**config.mk**
```make
export PLATFORM = sky130hd
export DESIGN_NAME = minterm_func_unit
export DESIGN_NICKNAME = d
export VERILOG_FILES = /design/src/rtl/minterm_func_unit_pkg.sv /design/src/rtl/minterm_func_unit_onehot_decoder.sv /design/src/rtl/minterm_func_unit.sv
export SDC_FILE = /design/constraint.sdc
export NUM_CORES = 1
export LEC_CHECK = 0
export CAP_MARGIN = 20
export CORE_MARGIN = 1.5
export CORE_UTILIZATION = 48
export DETAILED_ROUTE_END_ITERATION = 10
export PLACE_DENSITY = 0.69
export SYNTH_ARGS = -nofsm -noshare
export SYNTH_HDL_FRONTEND = slang
export SYNTH_SLANG_ARGS = --single-unit
```
**constraint.sdc**
```tcl
create_clock -name clk -period 2.4 [get_ports clk]
set_clock_uncertainty 0.15 [all_clocks]
set_input_delay 0.36 -clock clk [delete_from_list [all_inputs] [get_ports clk]]
set_output_delay 0.36 -clock clk [all_outputs]
set_load 0.01 [all_outputs]
```
**src/rtl/minterm_func_unit_pkg.sv**
```systemverilog
// Shared types and constants for the minterm function unit: config FSM states,
// decoded-line count, and the reset mask for the 4-input configuration.
package minterm_func_unit_pkg;

  typedef enum logic [1:0] {
    CFG_IDLE   = 2'd0,
    CFG_LOAD   = 2'd1,
    CFG_COMMIT = 2'd2
  } cfg_state_e;

  // Minterms 2,3,5,7,11,13
  localparam logic [15:0] DEFAULT_MASK_N4 = 16'h28AC;

  function automatic int calc_m(input int n_in);
    return 1 << n_in;
  endfunction

endpackage

```
**src/rtl/minterm_func_unit_onehot_decoder.sv**
```systemverilog
// Combinational N-to-2^N one-hot decoder; en_i=0 forces every line low.
module minterm_func_unit_onehot_decoder
  import minterm_func_unit_pkg::*;
#(
  parameter int N_IN = 4
) (
  input  logic                      en_i,
  input  logic [N_IN-1:0]           sel_i,
  output logic [calc_m(N_IN)-1:0]   onehot_o
);

  always_comb begin
    onehot_o = '0;
    if (en_i) onehot_o[sel_i] = 1'b1;
  end

endmodule

```
**src/rtl/minterm_func_unit.sv**
```systemverilog
// Two-stage streaming sum-of-minterms unit with a serially loaded mask that is
// committed only once the pipeline has drained, so every result sees one mask.
//
// state      | meaning
// CFG_IDLE   | mask stable, waiting for cfg_start
// CFG_LOAD   | shifting cfg bits into shadow, traffic uses old mask
// CFG_COMMIT | input blocked, waiting for pipeline to empty, then mask <= shadow
module minterm_func_unit
  import minterm_func_unit_pkg::*;
#(
  parameter int                      N_IN         = 4,
  parameter logic [calc_m(N_IN)-1:0] DEFAULT_MASK = DEFAULT_MASK_N4
) (
  input  logic                    clk,
  input  logic                    rst_n,
  input  logic                    en,
  input  logic                    in_valid,
  input  logic [N_IN-1:0]         in_data,
  output logic                    in_ready,
  output logic                    out_valid,
  input  logic                    out_ready,
  output logic                    out_f,
  output logic [calc_m(N_IN)-1:0] out_onehot,
  input  logic                    cfg_start,
  input  logic                    cfg_valid,
  input  logic                    cfg_bit,
  output logic                    cfg_busy,
  output logic                    cfg_done
);

  localparam int M     = calc_m(N_IN);
  localparam int CNT_W = $clog2(M) + 1;

  cfg_state_e       state_q, state_d;
  logic [M-1:0]     mask_q, shadow_q;
  logic [CNT_W-1:0] cnt_q;
  logic             cfg_done_q;

  logic             s1_valid_q;
  logic [M-1:0]     s1_onehot_q;
  logic             out_valid_q, out_f_q;
  logic [M-1:0]     out_onehot_q;

  logic [M-1:0]     dec_onehot;
  logic             s2_adv, s1_adv, accept, pipe_drained, last_bit;
  logic             cnt_clr, shift_en, commit_fire;

  minterm_func_unit_onehot_decoder #(.N_IN(N_IN)) u_dec (
    .en_i     (en),
    .sel_i    (in_data),
    .onehot_o (dec_onehot)
  );

  assign s2_adv       = !out_valid_q || out_ready;
  assign s1_adv       = !s1_valid_q || s2_adv;
  assign accept       = in_valid && in_ready;
  // Nothing in S1 and S2 empty or handing off this cycle: safe to swap masks
  assign pipe_drained = !s1_valid_q && s2_adv;
  assign last_bit     = (cnt_q == CNT_W'(M - 1));

  always_ff @(posedge clk or negedge rst_n) begin
    if (!rst_n) state_q <= CFG_IDLE;
    else        state_q <= state_d;
  end

  always_comb begin
    state_d = state_q;
    unique case (state_q)
      CFG_IDLE:   if (cfg_start) state_d = CFG_LOAD;
      CFG_LOAD:   if (!cfg_start && cfg_valid && last_bit) state_d = CFG_COMMIT;
      CFG_COMMIT: if (pipe_drained) state_d = CFG_IDLE;
      default:    state_d = CFG_IDLE;
    endcase
  end

  always_comb begin
    cnt_clr     = 1'b0;
    shift_en    = 1'b0;
    commit_fire = 1'b0;
    cfg_busy    = 1'b1;
    in_ready    = s1_adv;
    unique case (state_q)
      CFG_IDLE: begin
        cfg_busy = 1'b0;
        cnt_clr  = cfg_start;
      end
      CFG_LOAD: begin
        cnt_clr  = cfg_start;
        shift_en = cfg_valid && !cfg_start;
      end
      CFG_COMMIT: begin
        in_ready    = 1'b0;
        commit_fire = pipe_drained;
      end
      default: cfg_busy = 1'b0;
    endcase
  end

  always_ff @(posedge clk or negedge rst_n) begin
    if (!rst_n) begin
      mask_q     <= DEFAULT_MASK;
      shadow_q   <= '0;
      cnt_q      <= '0;
      cfg_done_q <= 1'b0;
    end else begin
      cfg_done_q <= commit_fire;
      if (cnt_clr)       cnt_q <= '0;
      else if (shift_en) cnt_q <= cnt_q + CNT_W'(1);
      if (shift_en)      shadow_q <= {shadow_q[M-2:0], cfg_bit};
      if (commit_fire)   mask_q <= shadow_q;
    end
  end

  always_ff @(posedge clk or negedge rst_n) begin
    if (!rst_n) begin
      s1_valid_q   <= 1'b0;
      s1_onehot_q  <= '0;
      out_valid_q  <= 1'b0;
      out_f_q      <= 1'b0;
      out_onehot_q <= '0;
    end else begin
      if (s1_adv) begin
        s1_valid_q <= accept;
        if (accept) s1_onehot_q <= dec_onehot;
      end
      if (s2_adv) begin
        out_valid_q <= s1_valid_q;
        if (s1_valid_q) begin
          out_f_q      <= |(s1_onehot_q & mask_q);
          out_onehot_q <= s1_onehot_q;
        end
      end
    end
  end

  assign out_valid  = out_valid_q;
  assign out_f      = out_f_q;
  assign out_onehot = out_onehot_q;
  assign cfg_done   = cfg_done_q;

endmodule

```
== After elaboration in Yosys (flattened, before gate mapping) ==
Index checks and enable logic that the tools add are counted.

* Register bits after elaboration: 75
* Input bits: 12
* Output and inout bits: 21
* Logic and storage cells: 52

* Add/subtract/negate cells: 1
* Order comparisons: 2
* Equality and inequality tests: 6
* Mux-type cells: 14
* Bitwise operators: 1
* Reductions and logical operators: 18

{| class="wikitable"
|+ Operator list
! operator !! count
|-
| AND 16 bit || 1
|-
| two-way mux 16 bit || 1
|-
| OR reduction 16 bit || 1
|-
| two-way mux 5 bit || 2
|-
| two-way mux 1 bit || 6
|-
| two-way mux 2 bit || 3
|-
| != test 2 bit (second input constant) || 3
|-
| one-hot mux 2 bit (3 select lines) || 1
|-
| adder 5 x 1 -> 5 bit (second input constant) || 1
|-
| equality test 5 x 4 -> 1 bit (second input constant) || 1
|-
| logical AND 1 bit || 5
|-
| < comparator 4 x 5 -> 1 bit (second input constant) || 1
|-
| demux 1 bit (select 4 bit) || 1
|-
| greater-or-equal comparator 4 x 1 -> 1 bit (second input constant) || 1
|-
| AND reduction 2 bit || 2
|-
| OR reduction 2 bit || 2
|-
| zero test 1 bit || 3
|-
| AND reduction 3 bit || 1
|-
| equality test 2 x 1 -> 1 bit (second input constant) || 1
|-
| equality test 2 bit (second input constant) || 1
|-
| zero test 2 bit || 1
|-
| logical OR 1 bit || 2
|-
| nonzero test 2 bit || 1
|}

== Logic depth before layout (Yosys ltp) ==
Gate-level depths: netlist of the first run.

* Depth in word-level cells: 6
* Mapped depth: 7
* Gate-level depth less buffers: 6

== Cells and area by module ==
From an unflattened synthesis of the first run, not the netlist that was laid out.

* Cell total of the unflattened synthesis: 253
* Area total of the unflattened synthesis: 3,278.1 um2

{| class="wikitable"
|+ By module, submodules not included
! module !! instances !! cells an instance !! area each (um2) !! seq. area each (um2)
|-
| minterm_func_unit || 1 || 230 || 3,160.5 || 1,884.3
|-
| minterm_func_unit_onehot_decoder || 1 || 23 || 117.6 || 0.0
|}

== Worst setup path after synthesis of the first run ==
No wires, ideal clock.

* Kind: reg2reg
* Start point: register out_valid_q (netlist: out_valid)
* End point: register mask_q[10]
* Library setup time: 0.125 ns
* Arrival: 1.539 ns
* Required time: 2.125 ns
* Setup slack: 0.586 ns
* Stages on the path, launching flop included: 6
* Buffers on the path: 1
* Clock period less this slack: 1.814 ns
* Cells stage by stage: dfrtp_1 > nor2b_4 > or2_4 > nor2_2 > buf_6 > mux2_2

* Longest elaborated chain between the ends: 4

{| class="wikitable"
|+ RTL lines
! item !! RTL line !! source
|-
| start: declaration || minterm_func_unit.sv:41 || <nowiki>logic out_valid_q, out_f_q;</nowiki>
|-
| start signal: assignment || minterm_func_unit.sv:127 || <nowiki>out_valid_q <= s1_valid_q;</nowiki>
|-
| zero test 1 bit || minterm_func_unit.sv:54 || <nowiki>assign s2_adv = !out_valid_q || out_ready;</nowiki>
|-
| logical OR 1 bit || minterm_func_unit.sv:54 ||
|-
| logical AND 1 bit || minterm_func_unit.sv:58 || <nowiki>assign pipe_drained = !s1_valid_q && s2_adv;</nowiki>
|-
| two-way mux 1 bit || minterm_func_unit.sv:82 || <nowiki>unique case (state_q)</nowiki>
|-
| net commit_fire || minterm_func_unit.sv:46 || <nowiki>logic cnt_clr, shift_en, commit_fire;</nowiki>
|-
| end signal: assignment || minterm_func_unit.sv:110 || <nowiki>if (commit_fire) mask_q <= shadow_q;</nowiki>
|-
| end: declaration || minterm_func_unit.sv:35 || <nowiki>logic [M-1:0] mask_q, shadow_q;</nowiki>
|}

The timed path passes the listed nets, and every way through them passes these cells.
A chain may end at the register's enable or synchronous reset.

== Worst setup path after layout of the first run ==
* Start point: register state_q[0]
* End point: output port in_ready

* Longest elaborated chain between the ends: 2

{| class="wikitable"
|+ RTL lines
! item !! RTL line !! source
|-
| start: declaration || minterm_func_unit.sv:34 || <nowiki>cfg_state_e state_q, state_d;</nowiki>
|-
| start signal: assignment || minterm_func_unit.sv:63 || <nowiki>else state_q <= state_d;</nowiki>
|-
| equality test 2 bit || minterm_func_unit.sv:82 ||
|-
| two-way mux 1 bit || minterm_func_unit.sv:82 ||
|-
| end: declaration || minterm_func_unit.sv:19 || <nowiki>output logic in_ready,</nowiki>
|}

No other way between the ends.

==> results of run 1 <==
[final cells by class]
cell class              instances  share of cell area
repair buffers                 40               0.114
clock buffers                  14              0.0406
multi-input cells             168               0.304
flip-flops and latches         75               0.501
clock inverters                 2             0.00932
inverters                       5             0.00500
well taps                      77              0.0256
[routing by layer]
metal | vias to the layer above | share of wire | GRT usage
met1 | 1015 | 0.47 | 0.236
met4 | 0 | 0.029 | 0.0924
met2 | 47 | 0.46 | 0.271
met5 | - | 0 | 0
li1 | 980 | - | -
met3 | 15 | 0.042 | 0.0388
[cells in the mapped netlist]
library cell and n:
o21ai_0 3, o31ai_1 13, nand3_1 3, buf_6 1
buf_2 3, mux2_2 33, dfstp_2 6, a21oi_1 1
nand2b_1 3, buf_1 1, and3b_1 1, nor2b_4 1
and3_1 1, dfrtp_1 69, nand4_1 2, or2_4 1
nand2_1 71, a221o_1 1, clkbuf_1 4, nor2b_1 1
o41ai_1 2, a22o_1 5, or3b_2 1, inv_1 5
a221oi_1 4, o21a_1 1, ha_1 6, nand3b_1 5
nor2_2 1, nor2_1 4, mux2_1 2, xor2_1 2
[state kept, by name (all words and copies together) (netlist names)]
name and cells:
s1_valid_q 1, s1_onehot_q 16, out_onehot 16, shadow_q 16, state_q 2, out_valid 1, out_f 1, cfg_done 1
mask_q 16, cnt_q 5
[stage by stage]
step / std cells / instance area (um^2)
detailed placement: 364 / 3560
global placement: 364 / 3560
CTS: 381 / 3760
finish: 381 / 3760
global route: 381 / 3760
floorplan: 257 / 3090
[worst max-delay path, delay by kind of cell, from the launching register on]
family          cells  cell delay, ps
flops               1             370
compound gates      1             120
fa+ha+maj           1             230
buf+inv             2             620
[repair_timing]
action	CTS	global route
setup endpoints to repair	0	0
endpoints found under the hold margin	20	0
hold buffers	1	0
[kinds of logic (layout without fill, tap and decap cells)]
family	count (synthesis)	in the layout	synth area share
and+or+nand+nor	95	95	0.137
DFF	75	75	0.610
muxes	35	35	0.128
AOI/OAI and AO/OA	30	30	0.0749
buffers and inverters	14	61	0.0206
adders and majority gates	6	6	0.0243
xor gates and xnor gates	2	2	0.00567
[power breakdown]
part | leakage (nW) | switching (mW) | internal, mW
logic | 0.702 | 0.394 | 0.436
registers | 1.01 | 0.136 | 1.48
clock network | 0.0947 | 0.430 | 0.510
total | 1.80 | 0.960 | 2.43
[how the worst min path moves through the flow]
| stage | from | to | cells after the start |
|---|---|---|---|
| 6_report | shadow_q[15] | shadow_q[15] | 2 |
| 5_1_grt | out_onehot[8] | out_onehot[8] | 1 |
| 4_1_cts | shadow_q[15] | shadow_q[15] | 2 |
| 3_5_place_dp | rst_n | out_f | 1 |
| 3_3_place_gp | rst_n | out_onehot[12] | 1 |
| 2_1_floorplan | rst_n | cfg_done | 0 |
==> impl_metrics.toml, run 1 <==
[run_status]
status = "finished clean"

[cells_and_area]
multiInputGateArea_um2 = 1140
final_cell_mix = "71 x nand2_1, 69 x dfrtp_1, 33 x mux2_2"
drive_above_1_share = 0.207
num_antenna_cells = 0
mostFrequentLayoutCell = "nand2_1"
postLayoutCoreUtil = 0.599
ff_latch_area_um2 = 1880
final.fill_count = 514
area_growth_pct = 21.6
fin_nets = 317

[worst_setup_path]
reg2reg_from = "cnt_q[0]"
crit_end = "in_ready"
worstPathArrival_ps = 1680
path_cells = "inv_1 > ha_1 > a21oi_1 > clkdlybuf4s50_1"
reg2regPathDepth = 6
cpMaxStageDelayCell = "clkdlybuf4s50_1"
crit_fanout = 3
end_kind = "primary output"
critPathRequiredTime_ps = 1890
crit_path_start = "state_q[0]"
start_kind = "flop"
slowest_delay_ps = 540
rr_endpoint = "state_q[0]"
critPathKind = "flop to primary output"
r2r_setup_slack_ps = 560

[global_routing]
first_global_vias = 1928
antenna_found_initial = 0
grt_pass1_wl_um = 9440
grt-ovfl-total = 0
grtUsageTotal = 0.176
grt_start_max_net_pins = 29

[logic_synthesis]
ys_top_cells_by_area = "dfrtp_1 56%, mux2_2 12%, nand2_1 8.6%"
yosysUniqueCellTypes = 32
synth_area_um2 = 3090
yosysTopAreaCell = "dfrtp_1"
synth_top_area_share = 0.559
synth_nets = 275
seq_area_frac_synth = 0.610
synthCells = 257
postSynthAreaPerCell_um2 = 12.0
synth_seq_cells = 75
yosysWarnings = 0

[die]
dieWidth_um = 83.2
fp.dieH_um = 83.2
ioPinCount = 33
core-area_um2 = 6280
die-area_um2 = 6930
start_util = 0.492
std_cell_rows = 29

[route]
routedWlPerCell_um = 14.7
vias = 2057
firstDrtPassIters = 4
drtAntennaViolNets = 0
routed_wl_um = 5600
drt_iter0_drc = 70
drc = 0
vias_per_cell = 5.40

[cts]
cts_setup_buffers = 0
clk_pin_slew_ps = 70
clk_latency_ps = 340
cts_tree = "built"
numClockSinks = 75
postCtsResizedCells = 0
cts_buffer_depth = 2
numCtsBuffers = 9
clock-root-buffer = "clkbuf_8"
htreeDepth = 3

[placement]
io_buffers = 32
gp_congestion = 0.862
dpl.hpwl_um = 3970
pre_cts_ws_ps = 261

[sta]
relSlewSlack = 0.593
tightestPinTransition_ps = 610
fin_ws_ps = 211
fmax_mhz = 457
rsz0062_at_grt = "false"
drv_slew = 0
setup_viol = 0
finalCritPeriodShare = 0.912
hold_slack_ps = 327
hold_violations = 0
setup_tns_ps = 0
fin_crit_ps = 2190

[power]
vdd_drop_max_mv = 0.554
power_mw = 3.39
powerDensity_nw_per_um2 = 901
leakagePower_nw = 1.80

[worst_hold_path]
hold_class = "flop to flop"

[job]
max_cap_viol_count = 0
No activity file was read; power rests on OpenSTA's default activity.
==> inputs of run 2 (changes only) <==
--- a/config.mk
+++ b/config.mk
@@ -5,7 +5,6 @@
 export SDC_FILE = /design/constraint.sdc
 export NUM_CORES = 1
 export LEC_CHECK = 0
-export CAP_MARGIN = 20
 export CORE_MARGIN = 1.5
 export CORE_UTILIZATION = 48
 export DETAILED_ROUTE_END_ITERATION = 10
==> results of run 2 <==
Final layout, timing and power as in run 1 (identical DEF).
==> inputs of run 3 (changes only) <==
--- a/config.mk
+++ b/config.mk
@@ -5,6 +5,7 @@
 export SDC_FILE = /design/constraint.sdc
 export NUM_CORES = 1
 export LEC_CHECK = 0
+export ABC_AREA = 1
 export CORE_MARGIN = 1.5
 export CORE_UTILIZATION = 48
 export DETAILED_ROUTE_END_ITERATION = 10
==> run 3 against run 2 <==
  * Die area is 6.5% higher
  * Clock power fell by 2%
  * Largest power group unchanged
  * Global-route usage rose by 0.38 points
  * Utilization shrank 2.4 points
  * First-iteration DRC count is 49% higher
  * Routed wire length up 8.8%
  * Critical endpoint is now cfg_busy
  * Total power up 0.36%
  * Register-to-register slack gained 240 ps
  * Combinational power increased by 3.9%
  * Design area up 2.8%
  * Synthesized cell count grew 43%
  * Hold slack worse by 44 ps
==> impl_metrics.toml, run 3 <==
[power]
p_int_mw = 2.31
power_mw = 3.40
leakagePower_nw = 1.84
powerDensity_nw_per_um2 = 880
p_sw_frac = 0.319
netSwitchingPower_mw = 1.08
power.share.combinational = 0.254
clockPowerShare = 0.271
seqPwrFrac = 0.475
vdd_drop_max_mv = 0.642

[worst_setup_path]
critPathKind = "flop to primary output"
start_kind = "flop"
worstPathArrival_ps = 1610
critPathRequiredTime_ps = 1890
reg2regPathDepth = 9
crit_fanout = 3
reg2reg_from = "cnt_q[0]"
rr_endpoint = "state_q[1]"
end_kind = "primary output"
r2r_setup_slack_ps = 800

[sta]
setup_tns_ps = 0
tightestPinTransition_ps = 327
hold_slack_ps = 283
fin_crit_ps = 2120
finalCritPeriodShare = 0.883
rsz0062_at_grt = "false"
fmax_mhz = 472
setup_viol = 0
hold_violations = 0
drv_slew = 0
relSlewSlack = 0.780

[cts]
clk_pin_slew_ps = 70
clock-root-buffer = "clkbuf_8"
cts_tree = "built"
clk_latency_ps = 350
numClockSinks = 75
cts_buffer_depth = 2
numCtsBuffers = 9
htreeDepth = 3

[route]
vias_per_cell = 4.77
routedWlPerCell_um = 12.4
drc = 0
drt_iter0_drc = 104
drtAntennaViolNets = 0
vias = 2339
firstDrtPassIters = 4
routed_wl_um = 6090

[global_routing]
first_global_vias = 2167
grtUsageTotal = 0.180
grt_pass1_wl_um = 10200
grt_start_max_net_pins = 46
grt-ovfl-total = 0
antenna_found_initial = 0

[logic_synthesis]
ys_top_cells_by_area = "dfrtp_1 52%, nand2_1 16%, dfstp_2 4.8%"
synth-simple-area-share = 0.224
synthXorXnorAreaFrac = 0
synth_mux_area_frac = 0
synth_top_family_by_area = "simple AND/OR/NAND/NOR gates"
yosysWarnings = 0
synth_top_area_share = 0.523
synthCells = 367
seq_area_frac_synth = 0.571
synth_fa_ha_area_frac = 0.0228
synth_seq_cells = 75
postSynthAreaPerCell_um2 = 8.99
synth_nets = 385
async_flop_share = 1.00
yosysUniqueCellTypes = 24
synthTopCellsByCount = "140 x nand2_1, 69 x dfrtp_1, 29 x o21ai_1, 28 x inv_1, 19 x nand3_1"
synthFlopType = "dfrtp_1"
synth_compound_area_frac = 0.108
yosysTopAreaCell = "dfrtp_1"
synth_area_um2 = 3300
yosysMostFrequentCell = "nand2_1"
synth_edf_count = 0

[cells_and_area]
fin_nets = 423
final_cell_mix = "140 x nand2_1, 69 x dfrtp_1, 30 x clkdlybuf4s50_1"
drive_above_1_share = 0.141
postLayoutCoreUtil = 0.575
fin_cells = 490
area_growth_pct = 17.1
mostFrequentLayoutCell = "nand2_1"
num_antenna_cells = 0

[die]
core-area_um2 = 6720
ioPinCount = 33
std_cell_rows = 30
fp.dieH_um = 85.9
dieWidth_um = 85.9
start_util = 0.491
die-area_um2 = 7380

[placement]
dpl.hpwl_um = 4240
gp_congestion = 0.875
io_buffers = 32
dpl.cell_count = 472

[job]
max_cap_viol_count = 0

[worst_hold_path]
hold_class = "input pin to asynchronous set/reset pin"

[run_status]
status = "finished clean"
-- run 3: kinds of logic (layout without fill, tap and decap cells) --
group                    count (synthesis)  after routing
AO/OA/AOI/OAI                           57             57
adder cells (fa/ha/maj)                  6              6
buffers and inverters                   49             92
flip-flops                              75             75
AND/OR/NAND/NOR                        180            180
-- run 3: metrics by stage --
stage               worst slack, ps  instance area (um^2)
global placement                216                  3660
floorplan                       954                  3300
detailed placement              212                  3660
finish                          281                  3860
CTS                            57.9                  3850
global route                    242                  3860
-- run 3: what timing repair did --
action | in CTS | in global routing
hold buffers | 1 | 0
endpoints found under the setup margin | 0 | 1
gates resized for setup | 0 | 1
setup buffers | 0 | 1
endpoints found under the hold margin | 12 | 0
-- run 3: worst max path at each step --
stage,startpoint,endpoint,slack (ps),cells after the start
6_report,state_q[0],cfg_busy,280,3
2_1_floorplan,state_q[1],shadow_q[10],950,7
4_1_cts,state_q[0],in_ready,60,6
3_3_place_gp,out_ready,in_ready,220,6
3_5_place_dp,out_ready,in_ready,210,6
5_1_grt,state_q[0],cfg_busy,240,3
-- run 3: per-layer routing --
metal | vias up | GRT usage | wire length (um)
met5 | - | 0 | 0
met1 | 1069 | 0.245 | 2970
met3 | 11 | 0.0356 | 177
li1 | 1223 | - | -
met4 | 0 | 0.0924 | 128
met2 | 36 | 0.276 | 2810
-- run 3: worst max-delay path: stages (launching register included) --
cell and delay [ps]:
dfrtp_1 380, inv_1 90, ha_1 280, clkdlybuf4s50_1 520
-- run 3: area by class of cell --
cell class	count	area (um^2)
Inverter	36	135
Clock inverter	3	40.0
Timing Repair Buffer	40	393
Tap cell	80	100
Clock buffer	13	139
Multi-Input combinational cell	243	1170
Sequential cell	75	1880
Fill cell	624	2860
-- run 3: power by group through the flow --
| stage | Sequential (mW) | Clock, mW | Combinational, mW |
|---|---|---|---|
| 4_1_cts | 1.62 | 0.935 | 0.869 |
| 5_1_grt | 1.64 | 0.988 | 0.988 |
| 6_report | 1.61 | 0.920 | 0.863 |
| 3_5_place_dp | 1.64 | 0 | 0.862 |
| 3_3_place_gp | 1.63 | 0 | 0.849 |
| 2_1_floorplan | 1.64 | 0 | 0.598 |
